===== src/rtl/tile_sprite_renderer.sv =====
// Tile/sprite pixel renderer: scans all entity channels one tile ahead, fetches
// one sprite line per tile from a 1-cycle ROM, and emits a 1-bit colour.
`timescale 1ns/1ps
module tile_sprite_renderer #(
  parameter int   NUM_ENTITIES = 9,
  parameter int   TILE_SIZE    = 8,
  parameter int   UPSCALE      = 5,
  parameter int   H_TILES      = 16,
  parameter int   V_TILES      = 12,
  parameter int   H_ACTIVE     = 640,
  parameter int   V_TOTAL      = 525,
  parameter logic BG_COLOUR    = 1'b0,
  localparam int  LW           = $clog2(TILE_SIZE)
) (
  input  logic                        clk_in,
  input  logic                        reset,
  input  logic [9:0]                  counter_H,
  input  logic [9:0]                  counter_V,
  input  logic [NUM_ENTITIES*18-1:0]  entities,
  input  logic [NUM_ENTITIES*2-1:0]   entity_mode,
  output logic                        rom_req,
  output logic [3:0]                  rom_sprite_id,
  output logic [1:0]                  rom_orientation,
  output logic [LW-1:0]               rom_line,
  input  logic [TILE_SIZE-1:0]        rom_data,
  output logic                        colour,
  output logic                        scan_overrun
);
  localparam int TW = TILE_SIZE * UPSCALE;

  typedef enum logic [1:0] {IDLE, SCAN, FETCH} state_t;
  state_t state_q, state_d;

  logic [9:0] upCnt_q, subCnt_q, tileCnt_q, upCnt_d, subCnt_d, tileCnt_d;
  logic [9:0] upNow, subNow, tileNow;
  logic inActive, tileStart, colTrig, lineTrig, trig;
  logic [3:0] tColNow;

  // Counters hold the position of counter_H+1, so the live position is a mux.
  always_comb begin
    upNow     = (counter_H == '0) ? '0 : upCnt_q;
    subNow    = (counter_H == '0) ? '0 : subCnt_q;
    tileNow   = (counter_H == '0) ? '0 : tileCnt_q;
    upCnt_d   = upNow + 10'd1;
    subCnt_d  = subNow;
    tileCnt_d = tileNow;
    if (upNow == 10'(UPSCALE - 1)) begin
      upCnt_d = '0;
      if (subNow == 10'(TILE_SIZE - 1)) begin
        subCnt_d  = '0;
        tileCnt_d = tileNow + 10'd1;
      end else begin
        subCnt_d = subNow + 10'd1;
      end
    end
    inActive  = counter_H < 10'(H_ACTIVE);
    tileStart = inActive && upNow == '0 && subNow == '0;
    colTrig   = tileStart && tileNow < 10'(H_TILES - 1);
    lineTrig  = counter_H == 10'(H_ACTIVE);
    trig      = colTrig || lineTrig;
    tColNow   = lineTrig ? 4'd0 : 4'(tileNow + 10'd1);
  end

  logic [9:0] vSel, rem;
  logic [4:0] rowCnt;
  logic rowOk;
  logic [LW-1:0] sRow;

  // Tile row and sprite row by repeated conditional subtraction.
  always_comb begin
    vSel = counter_V;
    if (lineTrig) vSel = (counter_V == 10'(V_TOTAL - 1)) ? '0 : counter_V + 10'd1;
    rem    = vSel;
    rowCnt = '0;
    for (int k = 0; k < V_TILES; k++) begin
      if (rem >= 10'(TW)) begin
        rem    = rem - 10'(TW);
        rowCnt = rowCnt + 5'd1;
      end
    end
    rowOk = rem < 10'(TW);
    sRow  = '0;
    for (int k = 0; k < TILE_SIZE - 1; k++) begin
      if (rem >= 10'(UPSCALE)) begin
        rem  = rem - 10'(UPSCALE);
        sRow = sRow + LW'(1);
      end
    end
  end

  logic [4:0] idx_q, tRow_q;
  logic [3:0] tCol_q, winId_q;
  logic [1:0] winOr_q;
  logic tRowOk_q, hit_q, winFlip_q;
  logic [LW-1:0] sRow_q;
  logic [17:0] ent;
  logic [1:0] eMode;
  logic colHit, chanMatch, lastIdx;
  logic [3:0] selId;
  logic [1:0] selOr;
  logic selFlip;

  always_comb begin
    ent       = entities[int'(idx_q)*18 +: 18];
    eMode     = entity_mode[int'(idx_q)*2 +: 2];
    colHit    = (eMode == 2'b10) ?
                (tCol_q >= ent[11:8] && {1'b0, tCol_q} <= {1'b0, ent[11:8]} + {1'b0, ent[3:0]}) :
                (tCol_q == ent[11:8]);
    chanMatch = state_q == SCAN && eMode != 2'b11 && ent[17:14] != 4'hF && tRowOk_q &&
                {1'b0, ent[7:4]} == tRow_q && {1'b0, ent[11:8]} < 5'(H_TILES) && colHit;
    lastIdx   = idx_q == 5'(NUM_ENTITIES - 1);
    selId     = hit_q ? winId_q : ent[17:14];
    selOr     = hit_q ? winOr_q : ent[13:12];
    selFlip   = hit_q ? winFlip_q : (eMode == 2'b01);
  end

  // A new trigger always restarts the scan, even over an unfinished one.
  always_comb begin
    state_d = state_q;
    case (state_q)
      IDLE:    state_d = IDLE;
      SCAN:    if (lastIdx) state_d = FETCH;
      FETCH:   state_d = IDLE;
      default: state_d = IDLE;
    endcase
    if (trig) state_d = SCAN;
  end

  logic [TILE_SIZE-1:0] nextLine_q, curLine_q, nextNow, lineNow;
  logic nextValid_q, curValid_q, capPend_q, capHit_q, nextValidNow, validNow;
  logic romReq_q, colour_q, overrun_q;
  logic [3:0] romId_q;
  logic [1:0] romOr_q;
  logic [LW-1:0] romLine_q;

  // ROM data is forwarded straight to the tile boundary when capture coincides with it.
  always_comb begin
    nextNow      = capPend_q ? (capHit_q ? rom_data : '0) : nextLine_q;
    nextValidNow = capPend_q ? capHit_q : nextValid_q;
    lineNow      = tileStart ? nextNow : curLine_q;
    validNow     = tileStart ? nextValidNow : curValid_q;
  end

  always_ff @(posedge clk_in) begin
    if (reset) begin
      state_q     <= IDLE;
      upCnt_q     <= '0;
      subCnt_q    <= '0;
      tileCnt_q   <= '0;
      idx_q       <= '0;
      tRow_q      <= '0;
      tCol_q      <= '0;
      tRowOk_q    <= 1'b0;
      sRow_q      <= '0;
      hit_q       <= 1'b0;
      winId_q     <= '0;
      winOr_q     <= '0;
      winFlip_q   <= 1'b0;
      nextLine_q  <= '0;
      curLine_q   <= '0;
      nextValid_q <= 1'b0;
      curValid_q  <= 1'b0;
      capPend_q   <= 1'b0;
      capHit_q    <= 1'b0;
      romReq_q    <= 1'b0;
      romId_q     <= '0;
      romOr_q     <= '0;
      romLine_q   <= '0;
      colour_q    <= 1'b1;
      overrun_q   <= 1'b0;
    end else begin
      state_q   <= state_d;
      upCnt_q   <= upCnt_d;
      subCnt_q  <= subCnt_d;
      tileCnt_q <= tileCnt_d;
      romReq_q  <= 1'b0;
      if (capPend_q) begin
        nextLine_q  <= nextNow;
        nextValid_q <= nextValidNow;
        capPend_q   <= 1'b0;
      end
      if (trig) begin
        tCol_q      <= tColNow;
        tRow_q      <= rowCnt;
        tRowOk_q    <= rowOk;
        sRow_q      <= sRow;
        idx_q       <= '0;
        hit_q       <= 1'b0;
        nextValid_q <= 1'b0;
        nextLine_q  <= '0;
        if (state_q != IDLE) overrun_q <= 1'b1;
      end else if (state_q == SCAN) begin
        if (chanMatch && !hit_q) begin
          hit_q     <= 1'b1;
          winId_q   <= ent[17:14];
          winOr_q   <= ent[13:12];
          winFlip_q <= eMode == 2'b01;
        end
        idx_q <= idx_q + 5'd1;
        if (lastIdx && (hit_q || chanMatch)) begin
          romReq_q  <= 1'b1;
          romId_q   <= selId;
          romOr_q   <= selOr;
          romLine_q <= selFlip ? LW'(TILE_SIZE - 1) - sRow_q : sRow_q;
        end
      end else if (state_q == FETCH) begin
        capPend_q <= 1'b1;
        capHit_q  <= romReq_q;
      end
      if (tileStart) begin
        curLine_q  <= nextNow;
        curValid_q <= nextValidNow;
      end
      colour_q <= (inActive && validNow) ? lineNow[subNow[LW-1:0]] : BG_COLOUR;
    end
  end

  assign rom_req         = romReq_q;
  assign rom_sprite_id   = romId_q;
  assign rom_orientation = romOr_q;
  assign rom_line        = romLine_q;
  assign colour          = colour_q;
  assign scan_overrun    = overrun_q;
endmodule


===== config.mk =====
export PLATFORM = sky130hd
export DESIGN_NAME = tile_sprite_renderer
export DESIGN_NICKNAME = d
export VERILOG_FILES = /design/src/rtl/tile_sprite_renderer.sv
export SDC_FILE = /design/constraint.sdc
export NUM_CORES = 1
export LEC_CHECK = 0
export CORE_MARGIN = 2
export CORE_UTILIZATION = 30
export CTS_CLUSTER_DIAMETER = 120
export DETAILED_ROUTE_END_ITERATION = 6
export PLACE_DENSITY = 0.55
export SLEW_MARGIN = 20
export SYNTH_ARGS = -nofsm -noshare
export SYNTH_HDL_FRONTEND = slang
export SYNTH_SLANG_ARGS = --single-unit

===== constraint.sdc =====
create_clock -name clk_in -period 32.5 [get_ports clk_in]
set_input_delay 9.75 -clock clk_in [delete_from_list [all_inputs] [get_ports clk_in]]
set_output_delay 9.75 -clock clk_in [all_outputs]
set_load 0.01 [all_outputs]

## Word-level counts from Yosys, hierarchy flattened

Index checks and enable logic that the tools add are counted.

- Bits in registers: 90
- Input port bits: 210
- Output and inout port bits: 12
- Word-level logic and storage cells: 205

- Add/subtract/negate cells: 42
- Multiply operators: 1
- Order comparisons: 25
- Eq/ne operators: 14
- Shift operators: 2
- Muxes and demuxes: 65
- Bitwise gates (word level): 2
- Reduce and logical (&&, ||, !) cells: 28

Operators by type and width:

| kind | count |
|---|---|
| two-way mux 10 bit | 27 |
| variable part select 162 x 11 -> 18 bit | 1 |
| >= comparator 10 x 6 -> 1 bit, second input constant | 12 |
| subtractor 10 x 6 -> 10 bit, second input constant | 12 |
| >= comparator 10 x 3 -> 1 bit, second input constant | 7 |
| adder 5 x 1 -> 5 bit, second input constant | 12 |
| subtractor 10 x 3 -> 10 bit, second input constant | 6 |
| two-way mux 5 bit | 11 |
| adder 10 x 1 -> 10 bit, second input constant | 4 |
| zero test 10 bit | 3 |
| two-way mux 8 bit | 3 |
| two-way mux 3 bit | 7 |
| == test 10 bit, second input constant | 2 |
| == test 10 x 3 -> 1 bit, second input constant | 2 |
| adder 3 x 1 -> 3 bit, second input constant | 6 |
| variable part select 18 x 7 -> 2 bit | 1 |
| two-way mux 1 bit | 13 |
| logical AND 1 bit | 12 |
| < comparator 10 bit, second input constant | 1 |
| < comparator 10 x 4 -> 1 bit, second input constant | 1 |
| < comparator 10 x 6 -> 1 bit, second input constant | 1 |
| multiplier 5 x 4 -> 9 bit, second input constant | 1 |
| AND reduction 3 bit | 3 |
| two-way mux 4 bit | 2 |
| other kinds (22) | 29 |

## Depth between registers and ports, before layout

Gate-level depths: netlist of the first run.

- Depth after elaboration: 41
- Gate-level depth with buffers: 85
- Mapped depth without buffers: 78

## Worst setup path before layout of the first run

No wires, ideal clock.

- Path type: input-to-reg
- Start: input counter_H[3]
- End: register sRow_q[2]
- Library setup time: 117 ps
- Arrival time: 26260 ps
- Data required time: 32383 ps
- Slack: 6123 ps
- Stages: 79
- Buffers on the path: 9
- Cells stage by stage: or4_1 -> buf_2 -> or4_4 -> xnor2_4 -> a21oi_2 -> nand3_1 -> inv_2 -> a211oi_2 -> o21a_1 -> buf_6 -> o211a_1 -> or4_1 -> o21ai_1 -> nor3_1 -> a221o_1 -> a211oi_2 -> a21bo_1 -> buf_4 -> [43 not listed] -> mux2i_1 -> ha_1 -> nand2b_1 -> and2_1 -> nor2_2 -> o21ai_0 -> ha_1 -> nand2b_1 -> nand2_1 -> nor2_1 -> a22o_1 -> nor4_1 -> and4bb_1 -> mux2_2 -> ha_1 -> inv_1 -> o21bai_1 -> a32o_1

- Word-level cells in the longest chain between the ends: 40
- Elaborated cells on any way between the ends: 82
- Classes of those cells: add/sub (24); order compare (21); eq/ne (1); mux (29); reduce/logical (7)

RTL lines:

| item | RTL line | source |
|---|---|---|
| start, declared | 17 | `input logic [9:0] counter_H,` |
| == test 10 bit | 59 | `lineTrig = counter_H == 10'(H_ACTIVE);` |
| two-way mux 10 bit | 72 | `if (lineTrig) vSel = (counter_V == 10'(V_TOTAL - 1)) ? '0 : counter_V + 10'd1;` |
| subtractor 10 x 6 -> 10 bit / >= comparator 10 x 6 -> 1 bit (equally long branches) | 77, 76 |  |
| two-way mux 10 bit | 76 | `if (rem >= 10'(TW)) begin` |
| subtractor 10 x 6 -> 10 bit / >= comparator 10 x 6 -> 1 bit (equally long branches) | 77, 76 |  |
| two-way mux 10 bit | 76 |  |
| subtractor 10 x 6 -> 10 bit / >= comparator 10 x 6 -> 1 bit (equally long branches) | 77, 76 |  |
| two-way mux 10 bit | 76 |  |
| [24 not listed] | - |  |
| subtractor 10 x 3 -> 10 bit (tied with other cells) | 85 | `rem = rem - 10'(UPSCALE);` |
| two-way mux 10 bit / two-way mux 3 bit (equally long branches) | 84 | `if (rem >= 10'(UPSCALE)) begin` |
| subtractor 10 x 3 -> 10 bit (tied with other cells) | 85 |  |
| two-way mux 10 bit / two-way mux 3 bit (equally long branches) | 84 |  |
| subtractor 10 x 3 -> 10 bit (tied with other cells) | 85 |  |
| two-way mux 10 bit / two-way mux 3 bit (equally long branches) | 84 |  |
| >= comparator 10 x 3 -> 1 bit / adder 3 x 1 -> 3 bit (equally long branches) | 84, 86 |  |
| two-way mux 3 bit | 84 |  |
| end signal, assigned | 186 | `sRow_q <= sRow;` |
| end, declared | 95 | `logic [LW-1:0] sRow_q;` |

Parallel ways exist; a longest one is shown, timed or not.
A chain may end at the register's enable or synchronous reset.

## Worst setup path after layout of the first run

Ends and elaborated chain as after synthesis.

==> metrics.yaml, run 1 <==
n_fill_cell: 4430
cp.required_ns: 32.75
maxCapViolCount: 0
outcome: "finished, final reports clean"
fmax_ghz: 0.03411
die_x_um: 212.6
syn_avg_cell_area_um2: 7.832
syn_area_um2: 13050
final_cell_mix: "clkdlybuf4s50_1, nor2_1, nand2_1, a21oi_1, dfxtp_1"
ant_nets: 0
seq_area_um2: 1804
grt_pass1_vias: 13040
async_reset_ff_frac: 0
nNetsFinal: 2102
gp_congestion: 0.9052
portBuffers: 221
antenna_found_initial: 0
dieArea_um2: 45180
setup-violations-final: 0
fp-row-count: 76
critPathArrivalTime_ns: 29.56
areaGrowthSynthToFinish_pct: 23.02
initial_core_util: 0.3036
wirelength_um: 42350
remaining_drc_errors: 0
final_common_cell: "clkdlybuf4s50_1"
clk_latency_ns: 0.35
antennaDiodeCount: 0
critPathKind: "primary input to flop"
num_vias: 13640
post_cts_buffers: 0
final.setup_skew_ns: 0.01110
post-dp-hpwl_um: 34370
hp-class: "flop to flop"
finalCriticalPeriod_ns: 29.32
start_kind: "primary input"
rsz0062_at_grt: "no"
coreArea_um2: 42980
dr.pass1.iters: 6
grt_pass1_wl_um: 67280
syn_nets: 1929
crit_fanout: 13
min_to: "winId_q[1]"
max_stage_delay_ns: 0.71
cp_common_cell: "ha_1"
endpoint_kind: "flop"
cts_resized: 0
h-tree-depth: 3
synth_cell_types: 128
track_usage: 0.1795
reg2reg_setup_slack_ns: 26.80
cts_made_buffers: 9
ys_seq_elements: 90
drv_slew: 0
cts_tree: "built"
ys_seq_area_frac: 0.1381
synth-main-ff-cell: "dfxtp_1"
r2r_start: "idx_q[0]"
clk_path_buf_depth: 2
drive_above_1_share: 0.1036
routed_via_density: 5.617
overflow: 0
finalSetupTns_ns: 0
synth-edff-count: 0
grt_max_degree: 57
clkTransAtPathRegs_ns: 0.07
min_period_over_period: 0.9021
yosys_warnings: 0
hold_buffers: 0
multiInputGateArea_um2: 10780
clock_sinks: 90
slew-limit-headroom: 0.2672
wl_per_cell_um: 17.44
r2r-end: "winId_q[0]"
worstHoldPathCells: 2
r2r_cells: 22
die_height_um: 212.6
setup.worst_path.start: "counter_H[3]"
worst_path_max_delay_cell: "a21oi_1"
root_buffer: "clkbuf_16"
io_pins: 222
synth_cells: 1666
final_hold_viol_count: 0
hp-start: "winId_q[1]"
tightest_slew_ns: 1.093
drt_first_iter_violations: 1039
-- through the flow --
step	setup slack [ns]	area, um2	util	hold slack [ns]	std cells
floorplan	6.123	13050	-	0.4322	1666
global placement	3.627	15750	0.3665	0.4376	2413
detailed placement	3.095	15750	0.3665	0.4508	2413
CTS	3.410	16050	0.3735	0.4584	2428
global route	1.427	16050	0.3735	0.4832	2428
finish	3.182	16050	0.3735	0.4548	2428
-- synthesized netlist by cell type, types with 7 or more instances --
master	number	area (um2)
dfxtp_1	90	1802
o211ai_1	21	157.7
o21ai_1	17	85.08
o21a_1	17	127.6
mux4_2	40	900.9
buf_1	9	33.78
o22ai_1	7	43.79
inv_1	34	127.6
nand4_1	24	150.1
and2_1	36	225.2
or2_2	7	43.79
nand3_1	53	265.3
clkbuf_1	40	150.1
o31a_1	11	96.34
or3_1	16	100.1
or4_1	13	97.59
a31oi_1	25	156.4
nor3_1	57	285.3
a21oi_1	92	460.4
nor4_1	24	150.1
mux2i_1	57	570.6
nor2_1	176	660.6
o21ai_0	71	355.3
nand2_1	150	563.0
o31ai_1	9	67.56
nand3b_1	8	60.06
a21o_1	22	165.2
xor2_1	50	437.9
a211o_1	15	131.4
ha_1	52	650.6
a211oi_2	14	175.2
nor2b_1	21	131.4
o211a_1	9	90.09
and3_1	20	125.1
a22o_1	12	105.1
a211oi_1	32	240.2
mux2_2	20	225.2
buf_2	11	55.05
xnor2_1	58	508.0
nand2b_1	16	100.1
a22oi_1	7	52.55
-- flip-flops by register name, indices dropped and copies added (netlist names), 2 cells and up --
| name | cells |
|---|---|
| subCnt_q | 10 |
| tileCnt_q | 10 |
| upCnt_q | 10 |
| curLine_q | 8 |
| nextLine_q | 8 |
| idx_q | 5 |
| tRow_q | 5 |
| rom_sprite_id | 4 |
| tCol_q | 4 |
| winId_q | 4 |
| rom_line | 3 |
| sRow_q | 3 |
| rom_orientation | 2 |
| state_q | 2 |
| winOr_q | 2 |
-- cell type report --
class                           instances  share of cell area
Tap cell                              585             0.04560
Multi-Input combinational cell       1468              0.6718
Inverter                               38            0.008885
Timing Repair Buffer                  232              0.1426
Clock inverter                          6            0.004677
Clock buffer                            9             0.01403
Sequential cell                        90              0.1124
-- cells by family (layout without fill, tap and decap cells) --
logic type | after synthesis | after routing | synth area share
AOI/OAI and AO/OA | 504 | 504 | 0.2914
xor gates and xnor gates | 113 | 113 | 0.07959
adders and majority gates | 54 | 54 | 0.05216
buffers and inverters | 108 | 285 | 0.03644
DFF | 90 | 90 | 0.1381
muxes | 120 | 120 | 0.1329
and+or+nand+nor | 677 | 677 | 0.2694
-- worst max path at each step --
stage	to	depth (start not counted)
after floorplan	sRow_q[2]	79
after global placement	sRow_q[2]	69
after detailed placement	sRow_q[2]	70
after CTS	sRow_q[2]	70
after global routing	sRow_q[2]	71
final	sRow_q[2]	69
-- routing by layer --
layer	wire, um	vias to the layer above	global-route usage
met3	1726	53	0.01462
met1	20070	6491	0.2471
met4	772	0	0.04148
met2	19780	369	0.3036
met5	0	-	0
li1	-	6726	-
-- worst max-delay path, delay by kind of cell --
| family | cells | cell delay [ns] |
|---|---|---|
| buffers and inverters | 8 | 1.29 |
| AO/OA/AOI/OAI | 23 | 7.29 |
| XOR/XNOR | 2 | 0.37 |
| AND/OR/NAND/NOR | 22 | 6.11 |
| multiplexers | 7 | 2.82 |
| adder cells (fa/ha/maj) | 7 | 1.89 |
Power of run 1 is not shown: default switching activity piles up to over one toggle a cycle in this logic, so the estimate is an artifact.
==> inputs of run 2 (changes only) <==
--- a/config.mk
+++ b/config.mk
@@ -10,6 +10,7 @@
 export CTS_CLUSTER_DIAMETER = 120
 export DETAILED_ROUTE_END_ITERATION = 6
 export PLACE_DENSITY = 0.55
+export SETUP_SLACK_MARGIN = 0.02
 export SLEW_MARGIN = 20
 export SYNTH_ARGS = -nofsm -noshare
 export SYNTH_HDL_FRONTEND = slang
==> results of run 2 <==
Final layout, timing and power as in run 1 (identical DEF).
Power of run 2 is left out for the same reason.
==> inputs of run 3 (changes only) <==
--- a/config.mk
+++ b/config.mk
@@ -6,10 +6,10 @@
 export NUM_CORES = 1
 export LEC_CHECK = 0
 export CORE_MARGIN = 2
-export CORE_UTILIZATION = 30
+export CORE_UTILIZATION = 35
 export CTS_CLUSTER_DIAMETER = 120
 export DETAILED_ROUTE_END_ITERATION = 6
-export PLACE_DENSITY = 0.55
+export PLACE_DENSITY = 0.62
 export SETUP_SLACK_MARGIN = 0.02
 export SLEW_MARGIN = 20
 export SYNTH_ARGS = -nofsm -noshare
==> run 3 against run 2 <==
Routed wire length shrank 3.2%; setup slack worse by 0.10 ns; global-route usage grew 2.3 points; utilization rose by 6.0 points; cell area is 0.89% lower; sequential share of layout area is 0.10 points higher; largest cell class unchanged; critical endpoint unchanged; worst hold slack worse by 0.011 ns; maximum frequency is 0.35% lower; via count down 1.2%; die area fell by 14%; final cell count decreased by 4.9%; non-clock buffer count down 2.
==> metrics.yaml, run 3 (same netlist as run 1, synthesis figures left out) <==
cts_made_buffers: 9  # unchanged
track_usage: 0.2025  # +0.02305
grt_util_met1: 0.2749  # +0.02779
post_cts_buffers: 0  # unchanged
critPathArrivalTime_ns: 29.68  # +0.12 ns
ant_nets: 0  # unchanged
cp_num_cells: 69  # unchanged
start_kind: "primary input"
wirelength_um: 40970  # -3.2%
reg_top3: "subCnt_q (10), tileCnt_q (10), upCnt_q (10)"
tightest_slew_ns: 1.021  # -0.07149 ns
routed_via_density: 5.834  # +3.9%
initial_core_util: 0.3556  # +0.05198
crit_fanout: 13  # unchanged
gp_congestion: 0.9281  # +2.5%
hp-class: "flop to flop"
min_period_over_period: 0.9052  # +0.003149
final_common_cell: "clkdlybuf4s50_1"
nNetsFinal: 2100  # -0.095%
dieArea_um2: 38840  # -14%
r2r_cells: 22  # unchanged
fp-row-count: 70  # -7.9%
cp_common_cell: "ha_1"
coreArea_um2: 36700  # -15%
num_vias: 13480  # -1.2%
n_fill_cell: 3632  # -18%
die_x_um: 197.1  # -7.3%
clock_sinks: 90  # unchanged
endpoint_kind: "flop"
grt-busiest-layer: "met2"
dr.pass1.iters: 7  # +1
overflow: 0  # unchanged
slew-limit-headroom: 0.3151  # +0.04795
root_buffer: "clkbuf_16"
clkTransAtPathRegs_ns: 0.07  # about the same
post-dp-hpwl_um: 33390  # -2.9%
drv_slew: 0  # unchanged
fin_ws_ns: 3.079  # -0.1023 ns
endpoint: "sRow_q[2]"
final_hold_viol_count: 0  # unchanged
setup-violations-final: 0  # unchanged
worst_path_max_delay_cell: "a21oi_1"
maxCapViolCount: 0  # unchanged
grt_pass1_wl_um: 65500  # -2.6%
clk_path_buf_depth: 2  # unchanged
antennaDiodeCount: 0  # unchanged
drt_first_iter_violations: 964  # -7.2%
finalCriticalPeriod_ns: 29.42  # +0.1023 ns
crit_family: "compound AO/OA/AOI/OAI gates"
areaGrowthSynthToFinish_pct: 21.93
final.setup_skew_ns: 0.01461  # +0.003513 ns
outcome: "finished, final reports clean"
r2r_start: "idx_q[0]"
cp.required_ns: 32.76  # about the same
io_pins: 222  # unchanged
cts_tree: "built"
rsz0062_at_grt: "no"
antenna_found_initial: 0  # unchanged
max_stage_delay_ns: 0.71  # about the same
cts_resized: 0  # unchanged
use_met2: 0.3460  # +0.04244
h-tree-depth: 3  # unchanged
dp_slack_ns: 3.138  # +0.04304 ns
portBuffers: 221  # unchanged
hold_buffers: 0  # unchanged
final_cell_mix: "clkdlybuf4s50_1, nor2_1, nand2_1, a21oi_1, dfxtp_1"
remaining_drc_errors: 0  # unchanged
finalSetupTns_ns: 0  # unchanged
wl_per_cell_um: 17.74  # +1.7%
r2r-end: "winId_q[1]"
grt_max_degree: 57  # unchanged
reg2reg_setup_slack_ns: 27.06  # +0.26 ns
clk_latency_ns: 0.36  # about the same
cp_num_buf_inv: 8  # unchanged
critPathKind: "primary input to flop"
setup.worst_path.start: "counter_H[3]"
drive_above_1_share: 0.1031  # -0.0004866
met3_usage: 0.02271  # +0.008085
grt_pass1_vias: 12720  # -2.4%
die_height_um: 197.1  # -7.3%
fmax_ghz: 0.03399  # -0.35%
[run 3: cell types whose count changed in the layout (fill, tap and decap cells not counted)]
cell,previous run,this run
buf_4,11,9
clkinv_4,2,0
clkinv_8,0,1
inv_6,1,2
inv_8,1,2
[run 3: worst min-delay path, cell delays in order (launching register included)]
cell     delay, ns
dfxtp_1       0.31
inv_1         0.04
a21oi_1       0.05
[run 3: cell type report]
type | count | area, um2 | share of cell area
Clock buffer | 9 | 225.2 | 0.01416
Inverter | 38 | 142.6 | 0.008965
Multi-Input combinational cell | 1468 | 10780 | 0.6778
Timing Repair Buffer | 230 | 2275 | 0.1430
Tap cell | 468 | 585.6 | 0.03680
Clock inverter | 7 | 93.84 | 0.005898
Sequential cell | 90 | 1804 | 0.1134
[run 3: metrics by stage]
step | hold slack, ns | std cells | util | cell area, um2
floorplan | 0.4322 | 1666 | - | 13050
global placement | 0.4361 | 2294 | 0.4249 | 15590
detailed placement | 0.4413 | 2294 | 0.4249 | 15590
CTS | 0.4505 | 2310 | 0.4335 | 15910
global route | 0.4787 | 2310 | 0.4335 | 15910
finish | 0.4437 | 2310 | 0.4335 | 15910
[run 3: worst min path at each step]
stage                  from      endpoint  slack, ns  cells after the start
2_1_floorplan    winId_q[0]    winId_q[0]       0.43                      2
3_3_place_gp   scan_overrun  scan_overrun       0.44                      2
3_5_place_dp   scan_overrun  scan_overrun       0.44                      2
4_1_cts        scan_overrun  scan_overrun       0.45                      2
5_1_grt        scan_overrun  scan_overrun       0.48                      2
6_report       scan_overrun  scan_overrun       0.44                      2
[run 3: per-layer routing]
| metal | up-vias | share of wire |
|---|---|---|
| met2 | 388 | 0.48 |
| li1 | 6717 | - |
| met3 | 43 | 0.044 |
| met4 | 0 | 0.014 |
| met1 | 6329 | 0.46 |
| met5 | - | 0 |
Power of run 3 is left out for the same reason.
